File: src/rtl/button_pkg.sv
// Shared definitions for button event decoding (decoder and setpoint controller).
package button_pkg;

    localparam int unsigned REPEAT_CNT_W = 8;
    localparam logic [REPEAT_CNT_W-1:0] REPEAT_CNT_MAX = '1;

    typedef enum logic [1:0] {
        LOCKOUT = 2'd0,
        IDLE    = 2'd1,
        PRESSED = 2'd2,
        REPEAT  = 2'd3
    } state_t;

    // Width able to hold values 0 .. max(a,b)-1 with one bit of headroom.
    function automatic int unsigned cnt_width(input int unsigned a, input int unsigned b);
        return $clog2((a > b) ? a : b) + 1;
    endfunction

endpackage

File: src/rtl/button_event_decoder.sv
// Turns a debounced button level into press/release/short/long/auto-repeat pulses.
module button_event_decoder
    import button_pkg::*;
#(
    parameter int unsigned LONG_CYC   = 100_000_000,
    parameter int unsigned REPEAT_CYC = 20_000_000
) (
    input  logic                    clk,
    input  logic                    reset,
    input  logic                    en,
    input  logic                    btn_level,
    output logic                    press_pulse,
    output logic                    release_pulse,
    output logic                    short_press,
    output logic                    long_press,
    output logic                    repeat_pulse,
    output logic                    held,
    output logic [REPEAT_CNT_W-1:0] repeat_count
);

    localparam int unsigned CNT_W = cnt_width(LONG_CYC, REPEAT_CYC);
    localparam logic [CNT_W-1:0] LONG_LAST   = CNT_W'(LONG_CYC - 1);
    localparam logic [CNT_W-1:0] REPEAT_LAST = CNT_W'(REPEAT_CYC - 1);

    state_t                  r_state;
    logic [CNT_W-1:0]        r_cnt;

    state_t                  w_state_nxt;
    logic [CNT_W-1:0]        w_cnt_nxt;
    logic [REPEAT_CNT_W-1:0] w_rc_nxt;
    logic                    w_press_nxt;
    logic                    w_release_nxt;
    logic                    w_short_nxt;
    logic                    w_long_nxt;
    logic                    w_repeat_nxt;
    logic                    w_held_nxt;

    // Next-state, counter and event decode; a release always beats a threshold hit.
    always_comb begin
        w_state_nxt   = r_state;
        w_cnt_nxt     = r_cnt;
        w_rc_nxt      = repeat_count;
        w_press_nxt   = 1'b0;
        w_release_nxt = 1'b0;
        w_short_nxt   = 1'b0;
        w_long_nxt    = 1'b0;
        w_repeat_nxt  = 1'b0;

        if (!en) begin
            w_state_nxt = LOCKOUT;
        end else begin
            case (r_state)
                LOCKOUT: begin
                    if (!btn_level) begin
                        w_state_nxt = IDLE;
                    end
                end
                IDLE: begin
                    if (btn_level) begin
                        w_state_nxt = PRESSED;
                        w_press_nxt = 1'b1;
                        w_cnt_nxt   = '0;
                        w_rc_nxt    = '0;
                    end
                end
                PRESSED: begin
                    if (!btn_level) begin
                        w_state_nxt   = IDLE;
                        w_release_nxt = 1'b1;
                        w_short_nxt   = 1'b1;
                    end else if (r_cnt == LONG_LAST) begin
                        w_state_nxt = REPEAT;
                        w_long_nxt  = 1'b1;
                        w_cnt_nxt   = '0;
                    end else begin
                        w_cnt_nxt = r_cnt + CNT_W'(1);
                    end
                end
                REPEAT: begin
                    if (!btn_level) begin
                        w_state_nxt   = IDLE;
                        w_release_nxt = 1'b1;
                    end else if (r_cnt == REPEAT_LAST) begin
                        w_repeat_nxt = 1'b1;
                        w_cnt_nxt    = '0;
                        if (repeat_count != REPEAT_CNT_MAX) begin
                            w_rc_nxt = repeat_count + REPEAT_CNT_W'(1);
                        end
                    end else begin
                        w_cnt_nxt = r_cnt + CNT_W'(1);
                    end
                end
                default: begin
                    w_state_nxt = LOCKOUT;
                end
            endcase
        end

        w_held_nxt = (w_state_nxt == PRESSED) || (w_state_nxt == REPEAT);
    end

    // State, counter and registered outputs.
    always_ff @(posedge clk or posedge reset) begin
        if (reset) begin
            r_state       <= LOCKOUT;
            r_cnt         <= '0;
            press_pulse   <= 1'b0;
            release_pulse <= 1'b0;
            short_press   <= 1'b0;
            long_press    <= 1'b0;
            repeat_pulse  <= 1'b0;
            held          <= 1'b0;
            repeat_count  <= '0;
        end else begin
            r_state       <= w_state_nxt;
            r_cnt         <= w_cnt_nxt;
            press_pulse   <= w_press_nxt;
            release_pulse <= w_release_nxt;
            short_press   <= w_short_nxt;
            long_press    <= w_long_nxt;
            repeat_pulse  <= w_repeat_nxt;
            held          <= w_held_nxt;
            repeat_count  <= w_rc_nxt;
        end
    end

endmodule

File: config.mk
export PLATFORM = sky130hd
export DESIGN_NAME = button_event_decoder
export DESIGN_NICKNAME = d
export VERILOG_FILES = /design/src/rtl/button_pkg.sv /design/src/rtl/button_event_decoder.sv
export SDC_FILE = /design/constraint.sdc
export NUM_CORES = 1
export LEC_CHECK = 0
export BUFFER_PORTS_ARGS = -buffer_cell sky130_fd_sc_hd__buf_2
export CORE_ASPECT_RATIO = 0.6
export CORE_MARGIN = 1
export CORE_UTILIZATION = 45
export CTS_BUF_LIST = sky130_fd_sc_hd__clkbuf_8
export DETAILED_ROUTE_END_ITERATION = 8
export GPL_ROUTABILITY_DRIVEN = 0
export PLACE_DENSITY = 0.73
export REMOVE_ABC_BUFFERS = 1
export SYNTH_ARGS = -nofsm -noshare
export SYNTH_HDL_FRONTEND = slang
export SYNTH_SLANG_ARGS = --single-unit
File: constraint.sdc
create_clock -name clk -period 2.9 [get_ports clk]
set_clock_uncertainty 0.15 [all_clocks]
set_input_delay 0.58 -clock clk [delete_from_list [all_inputs] [get_ports clk]]
set_output_delay 0.58 -clock clk [all_outputs]
set_load 0.02 [all_outputs]
==> impl_metrics.toml, run 1 <==
[status]
status = "finished, final reports clean"

[floorplan]
die_height_um = 59.2
placementRows = 20
coreArea_mm2 = 0.00515
dieArea_mm2 = 0.00577
io_pins = 18
die_w_um = 97.4
initial_core_util = 0.476

[detailed_routing]
wl_per_cell_um = 14.7
firstDrtPassIters = 4
antenna_left = 0
wl_um = 5110
via_per_inst = 5.61
vias = 1952
drc = 0
drt-initial-drc-count = 124

[yosys]
yosysTopAreaCellShare = 0.448
synth_edf_count = 0
synth_warnings = 0
synth_top_flop_cell = "dfrtp_1"
ys_seq_area_frac = 0.448
ys_types = 44
synth.largest_area_cell = "dfrtp_1"
async_reset_ff_frac = 1.00
synth_area_per_cell_um2 = 9.23
synthCells = 266
syn_area_mm2 = 0.00246
yosysMostFrequentCell = "dfrtp_1"
netlist_top_cells_count = "dfrtp_1 (44), nor2_1 (34), nand2_1 (24)"
synth-seq-cells = 44
synth_area_leaders = "dfrtp_1 (45%), xnor2_1 (7.1%), nor2_1 (5.2%)"

[worst_setup_path]
crit_path_end_kind = "flip-flop"
worstPathRequired_ps = 2920
rr_worst_depth = 6
cp-start-kind = "flip-flop"
crit_type = "flip-flop to flip-flop"
critPathBufInv = 0
regToRegSetupSlack_ps = 320
critical-path-max-stage-delay_ps = 970
crit_chain = "ha_1 -> nand4_1 -> o21ai_0 -> nor2_1 -> nand3_1 -> o21ai_0"
crit_cells = 6
worstPathArrival_ps = 2610
path_max_fanout = 13
path_delay_family = "compound AO/OA/AOI/OAI gates"
cp_slowest_cell = "o21ai_0"
crit_top_cell = "o21ai_0"

[global_route]
grt_pass1_vias = 1680
antenna_found_initial = 0
track_usage = 0.192
grt.overflow.total = 0
grt_max_degree = 45
grt_pass1_wl_um = 8600

[cts]
clk_pin_slew_ps = 80
cts-root-buf = "clkbuf_8"
cts.sinks = 44
cts_resized = 0
cts_setup_buffers = 0
cts_tree = "done"
clockBufferDepth = 2
htree_levels = 2
hold_buffers = 0
cts_made_buffers = 5
clock_latency_ps = 290

[flow_run]
maxCapViolCount = 0

[timing]
fin_crit_ps = 2580
rsz0062_at_grt = "false"
hold_violations = 0
post-route-period-util = 0.890
finalMaxSlewViolations = 0
final.setup.tns_ps = 0
worst_slew_pin_slew_ps = 1240
max_freq_ghz = 0.387
setup_viol = 0
slew_headroom = 0.168

[finish]
area_growth_pct = 8.81
fill_cells = 474
diodes = 0
drive_gt1_frac = 0.131
ff_latch_area_mm2 = 0.00110
final_net_count = 292
multi_input_area_mm2 = 0.00124

[pwr]
ir_drop_uv = 200
finalPower_uw = 1220
p_leak_uw = 0.00121
power.density_mw_per_mm2 = 455

[place]
portBuffers = 17
hpwl_um = 3640

[min_path]
min_path_type = "input port to asynchronous set/reset pin"
==> state kept, by name, summed over array words and instances, names as in the netlist <==
| signal | flops |
|---|---|
| press_pulse | 1 |
| repeat_count | 8 |
| short_press | 1 |
| r_state | 2 |
| release_pulse | 1 |
| long_press | 1 |
| held | 1 |
| repeat_pulse | 1 |
| r_cnt | 28 |
==> power breakdown <==
| group | switching (uW) | total, uW | internal [uW] |
|---|---|---|---|
| clock network | 203 | 415 | 212 |
| logic | 91.5 | 132 | 40.5 |
| registers | 32.7 | 668 | 636 |
| total | 327 | 1220 | 889 |
==> worst reg2reg max path: stages (launching register included) <==
cell and delay (ps):
dfrtp_1 390, ha_1 380, nand4_1 130, o21ai_0 970
nor2_1 200, nand3_1 150, o21ai_0 80
==> final cells by class <==
class | instances | share of cell area
Multi-Input combinational cell | 199 | 0.464
Sequential cell | 44 | 0.412
Timing Repair Buffer | 20 | 0.0403
Clock buffer | 7 | 0.0360
Tap cell | 66 | 0.0309
Inverter | 12 | 0.0169
==> metrics by stage <==
step / instance area (um^2) / worst slack (ps) / std cells / utilization / hold slack (ps)
finish: 2670 / 319 / 348 / 0.518 / 258
global route: 2670 / 78.0 / 348 / 0.518 / 321
CTS: 2670 / 381 / 348 / 0.518 / 277
detailed placement: 2580 / 372 / 341 / 0.500 / 376
global placement: 2580 / 495 / 341 / 0.500 / 369
floorplan: 2390 / 567 / 255 / - / 340
==> layout by cell type (no fill, tap or decap), drive strengths merged, types with 2 or more instances in the layout <==
cell type / netlist / layout
xor2: 4 / 4
o211ai: 4 / 4
o211a: 2 / 2
clkbuf: 4 / 7
inv: 12 / 11
nand3: 16 / 16
nor2: 35 / 35
and3: 8 / 8
nor4: 4 / 4
o21ai: 14 / 14
xnor2: 20 / 20
and4: 3 / 3
ha: 6 / 6
buf: 7 / 20
nor2b: 3 / 3
dfrtp: 44 / 44
or3: 2 / 2
nand4: 13 / 13
and2: 3 / 3
or4: 4 / 4
nand2: 24 / 24
nor3: 16 / 16
a31oi: 6 / 6
==> per-layer routing <==
metal / share of wire / global-route usage
met1: 0.53 / 0.310
met2: 0.41 / 0.252
met3: 0.052 / 0.0401
met4: 0.0035 / 0.0567
met5: 0 / 0
==> logic make-up after synthesis <==
kind of cell	after synthesis	synth area share
xor gates and xnor gates	24	0.0856
muxes	1	0.00408
adders and majority gates	6	0.0306
and+or+nand+nor	136	0.298
AOI/OAI and AO/OA	32	0.0871
DFF	44	0.448
buffers and inverters	23	0.0469
==> worst paths after layout <==
path	start	end
max	r_state[0]$_DFF_PP0_	repeat_count[2]$_DFFE_PP0P_
min	reset	long_press$_DFF_PP0_
max reg2reg	r_state[0]$_DFF_PP0_	repeat_count[2]$_DFFE_PP0P_
min reg2reg	repeat_count[0]$_DFFE_PP0P_	repeat_count[0]$_DFFE_PP0P_
max in group asynchronous	reset	r_cnt[17]$_DFFE_PP0P_
min in group clk	repeat_count[0]$_DFFE_PP0P_	repeat_count[0]$_DFFE_PP0P_
Note: power is estimated with default switching activity, not from simulation.
==> inputs of run 2 (changes only) <==
- clock period: 2.9 -> 3.3 ns (I/O delays scaled with it)
==> impl_metrics.toml, run 2 (synthesis results as in run 1) <==
[min_path]
min_path_type = "input port to asynchronous set/reset pin"

[global_route]
grt_max_degree = 25
antenna_found_initial = 0
grt_pass1_vias = 1713
track_usage = 0.194
grt.overflow.total = 0
grt_pass1_wl_um = 8640

[pwr]
ir_drop_uv = 161
p_leak_uw = 0.00123
power.density_mw_per_mm2 = 427

[timing]
slew_headroom = 0.284
setup_viol = 0
max_freq_ghz = 0.386
worst_slew_pin_slew_ps = 1070
setup_ws_ps = 708
fin_crit_ps = 2590
rsz0062_at_grt = "false"
post-route-period-util = 0.785
holdWs_ps = 246
finalMaxSlewViolations = 0
final.setup.tns_ps = 0
hold_violations = 0

[floorplan]
die_height_um = 59.2
coreArea_mm2 = 0.00515
io_pins = 18
placementRows = 20
dieArea_mm2 = 0.00577
die_w_um = 97.4
initial_core_util = 0.476

[finish]
area_growth_pct = 10.0
largest_register = "r_cnt"
finalInstanceArea_mm2 = 0.00270
largest_reg_flops = 28
diodes = 0
drive_gt1_frac = 0.134
fill_cells = 467
final_net_count = 292
final_common_cell = "dfrtp_1"
largest_registers = "r_cnt (28), repeat_count (8), r_state (2)"
final_cell_mix = "dfrtp_1 (44), nor2_1 (34), nand2_1 (24)"

[cts]
cts-root-buf = "clkbuf_8"
cts_tree = "done"
hold_buffers = 0
clk_pin_slew_ps = 90
cts.sinks = 44
cts_setup_buffers = 0
clockBufferDepth = 2
cts_made_buffers = 5
htree_levels = 2
clock_latency_ps = 300
cts_resized = 0

[worst_setup_path]
cp-start-kind = "flip-flop"
rr_worst_depth = 6
cp_slowest_cell = "o211ai_1"
worstPathArrival_ps = 2620
r2r-end = "r_cnt[16]$_DFFE_PP0P_"
path_max_fanout = 12
crit_path_end_kind = "flip-flop"
r2r_start = "r_state[0]$_DFF_PP0_"
crit_type = "flip-flop to flip-flop"
critPathBufInv = 0
worstPathRequired_ps = 3330
crit_top_cell = "nor3_1"
critical-path-max-stage-delay_ps = 480
regToRegSetupSlack_ps = 710
path_delay_family = "simple AND/OR/NAND/NOR gates"
crit_chain = "ha_1 -> nor3_1 -> o211ai_1 -> nor3_1 -> xnor2_1 -> nor2_1"

[detailed_routing]
via_per_inst = 5.62
drt-initial-drc-count = 218
wl_um = 5230
wl_per_cell_um = 15.0
drc = 0
vias = 1962
firstDrtPassIters = 6
antenna_left = 0

[place]
placed_cell_area_mm2 = 0.00258
hpwl_um = 3730
portBuffers = 17
pre_cts_slack_ps = 789

[status]
status = "finished, final reports clean"

[flow_run]
maxCapViolCount = 0
==> run 2: how the worst max path moves through the flow <==
stage | from | to | cells past startpoint
2_1_floorplan | r_state[0]$_DFF_PP0_ | r_cnt[10]$_DFFE_PP0P_ | 5
3_3_place_gp | r_state[0]$_DFF_PP0_ | r_cnt[14]$_DFFE_PP0P_ | 6
3_5_place_dp | r_state[0]$_DFF_PP0_ | r_cnt[16]$_DFFE_PP0P_ | 6
4_1_cts | r_state[0]$_DFF_PP0_ | r_cnt[16]$_DFFE_PP0P_ | 6
5_1_grt | r_state[0]$_DFF_PP0_ | r_cnt[22]$_DFFE_PP0P_ | 7
6_report | r_state[0]$_DFF_PP0_ | r_cnt[16]$_DFFE_PP0P_ | 6
==> run 2: metrics by stage <==
| stage | util | power (uW) | instances |
|---|---|---|---|
| after floorplan | - | 666 | 255 |
| after global placement | 0.500 | 710 | 341 |
| after detailed placement | 0.500 | 713 | 341 |
| after CTS | 0.524 | 1170 | 349 |
| after global routing | 0.524 | 1220 | 349 |
| final | 0.524 | 1160 | 349 |
==> run 2: worst reg2reg max path, cell delays in order, from the launching register on <==
cell      delay, ps
dfrtp_1         430
ha_1            340
nor3_1          460
o211ai_1        480
nor3_1          390
xnor2_1         160
nor2_1           60
==> run 2: final cells by class <==
class                      instances  area (um^2)  share of cell area
clock buffer                       7         96.3              0.0356
multi-input combinational        199         1240               0.459
clock inverter                     1         30.0              0.0111
sequential                        44         1100               0.407
timing repair buffer              20          108              0.0398
tap                               66         82.6              0.0306
inverter                          12         45.0              0.0167
==> run 2: power breakdown <==
part,switching (uW),internal (uW)
combinational,80.3,35.5
sequential,29.2,559
clock,184,267
total,294,861
==> run 2: metal layers <==
layer,track usage,share of wire
met1,0.314,0.55
met2,0.250,0.39
met3,0.0436,0.057
met4,0.0525,0.0069
met5,0,0
==> inputs of run 3 (changes only) <==
- PLACE_DENSITY: 0.73 -> 0.76
- clock period: 3.3 -> 2.1 ns (I/O delays scaled with it)
==> impl_metrics.toml, run 3 (synthesis results as in run 1) <==
[status]
status = "complete, but fails checks"
violations = "negative setup slack"

[cts]
clockBufferDepth = 2
hold_buffers = 0
htree_levels = 2
cts.sinks = 44
cts_tree = "done"
cts-root-buf = "clkbuf_8"
cts_made_buffers = 5
clk_pin_slew_ps = 90
clock_latency_ps = 300

[finish]
drive_gt1_frac = 0.293
largest_registers = "r_cnt (28), repeat_count (8), r_state (2)"
final_common_cell = "dfrtp_1"
largest_reg_flops = 28
area_growth_pct = 23.2
final_net_count = 320
diodes = 0
largest_register = "r_cnt"
final_cell_mix = "dfrtp_1 (42), nor2_1 (33), buf_4 (27)"

[timing]
hold_violations = 0
post-route-period-util = 1.00
setup_ws_ps = -4.62
slew_headroom = 0.624
setup_viol = 1
worst_slew_pin_slew_ps = 565
rsz0062_at_grt = "true"
fin_crit_ps = 2100
finalMaxSlewViolations = 0
final.setup.tns_ps = -4.62
max_freq_ghz = 0.475

[floorplan]
placementRows = 20
dieArea_mm2 = 0.00577
io_pins = 18
coreArea_mm2 = 0.00515
die_height_um = 59.2
die_w_um = 97.4
initial_core_util = 0.476

[detailed_routing]
via_per_inst = 5.76
antenna_left = 0
wl_um = 6450
vias = 2172
firstDrtPassIters = 4
drt-initial-drc-count = 182
drc = 0
wl_per_cell_um = 17.1

[global_route]
antenna_found_initial = 0
grt_pass1_vias = 1880
track_usage = 0.212
grt.overflow.total = 0
grt_pass1_wl_um = 9470
grt_max_degree = 45

[worst_setup_path]
critical-path-max-stage-delay_ps = 440
path_max_fanout = 8
cp_slowest_cell = "dfrtp_1"
worstPathArrival_ps = 2190
crit_chain = "nor4_1 -> and4_4 -> buf_4 -> nand4_1 -> or4_1 -> nand3_1"
crit_type = "flip-flop to flip-flop"
startpoint = "r_cnt[25]$_DFFE_PP0P_"
r2r_start = "r_cnt[25]$_DFFE_PP0P_"
crit_path_end_kind = "flip-flop"
worstPathRequired_ps = 2180
cp-start-kind = "flip-flop"
path_delay_family = "simple AND/OR/NAND/NOR gates"
critPathBufInv = 1

[pwr]
finalPower_uw = 1720
power_frac_clock = 0.329
p_leak_uw = 0.00137
sequentialPowerShare = 0.531
ir_drop_uv = 278
internal_power_uw = 1230
power.density_mw_per_mm2 = 570
switching_power_uw = 494
p_sw_frac = 0.287
combPwrFrac = 0.141

[min_path]
min_path_type = "input port to asynchronous set/reset pin"

[place]
hpwl_um = 4080
portBuffers = 17

[flow_run]
maxCapViolCount = 0
==> run 3: stage by stage <==
stage | hold slack (ps) | utilization | std cells | setup slack [ps] | cell area, um^2
2_1_floorplan | 340 | - | 255 | -233 | 2390
3_3_place_gp | 369 | 0.537 | 365 | 47.0 | 2770
3_5_place_dp | 376 | 0.537 | 365 | -9.32 | 2770
4_1_cts | 118 | 0.557 | 373 | 8.30 | 2870
5_1_grt | 154 | 0.587 | 377 | -78.4 | 3030
6_report | 91.4 | 0.587 | 377 | -4.62 | 3030
==> run 3: worst reg2reg max path: cells and delay by family (launching register included) <==
kind | cells | cell delay, ps
and+or+nand+nor | 5 | 1290
DFF | 1 | 440
buffers and inverters | 1 | 160
==> run 3: what timing repair did <==
| action | in CTS | in global routing |
|---|---|---|
| gates cloned | 0 | 2 |
| pin swaps | 0 | 3 |
| setup buffers | 0 | 2 |
| resized for setup | 1 | 32 |
| endpoints found under the setup margin | 4 | 34 |
==> run 3: power by group through the flow <==
| stage | sequential [uW] | clock (uW) | combinational (uW) |
|---|---|---|---|
| after floorplan | 953 | 0 | 94.3 |
| after global placement | 930 | 0 | 214 |
| after detailed placement | 930 | 0 | 218 |
| after CTS | 913 | 573 | 224 |
| after global routing | 923 | 601 | 268 |
| final | 915 | 566 | 242 |
==> run 3: worst paths after layout <==
| path | endpoint | slack, ps | cells past startpoint |
|---|---|---|---|
| setup / recovery | repeat_count[7]$_DFFE_PP0P_ | -5 | 6 |
| setup reg to reg | repeat_count[7]$_DFFE_PP0P_ | -5 | 6 |
| hold reg to reg | repeat_count[6]$_DFFE_PP0P_ | 400 | 1 |
| hold / removal | long_press$_DFF_PP0_ | 90 | 3 |
| min in group clk | long_press$_DFF_PP0_ | 340 | 3 |
| max in group asynchronous | r_cnt[4]$_DFFE_PP0P_ | 1300 | 3 |
==> run 3: final cells by class <==
type                       instances  area, um^2
inverter                          12        45.0
clock inverter                     2        10.0
fill                             440        2130
clock buffer                       6        82.6
timing repair buffer              46         319
sequential                        44        1100
tap                               66        82.6
multi-input combinational        201        1380
==> run 3: metal layers <==
layer / part of all wire / up-vias / GRT usage / wire length (um)
li1: - / 1029 / - / -
met1: 0.48 / 1055 / 0.331 / 3120
met2: 0.44 / 81 / 0.291 / 2840
met3: 0.068 / 7 / 0.0472 / 439
met4: 0.0091 / 0 / 0.0567 / 59
met5: 0 / - / 0 / 0
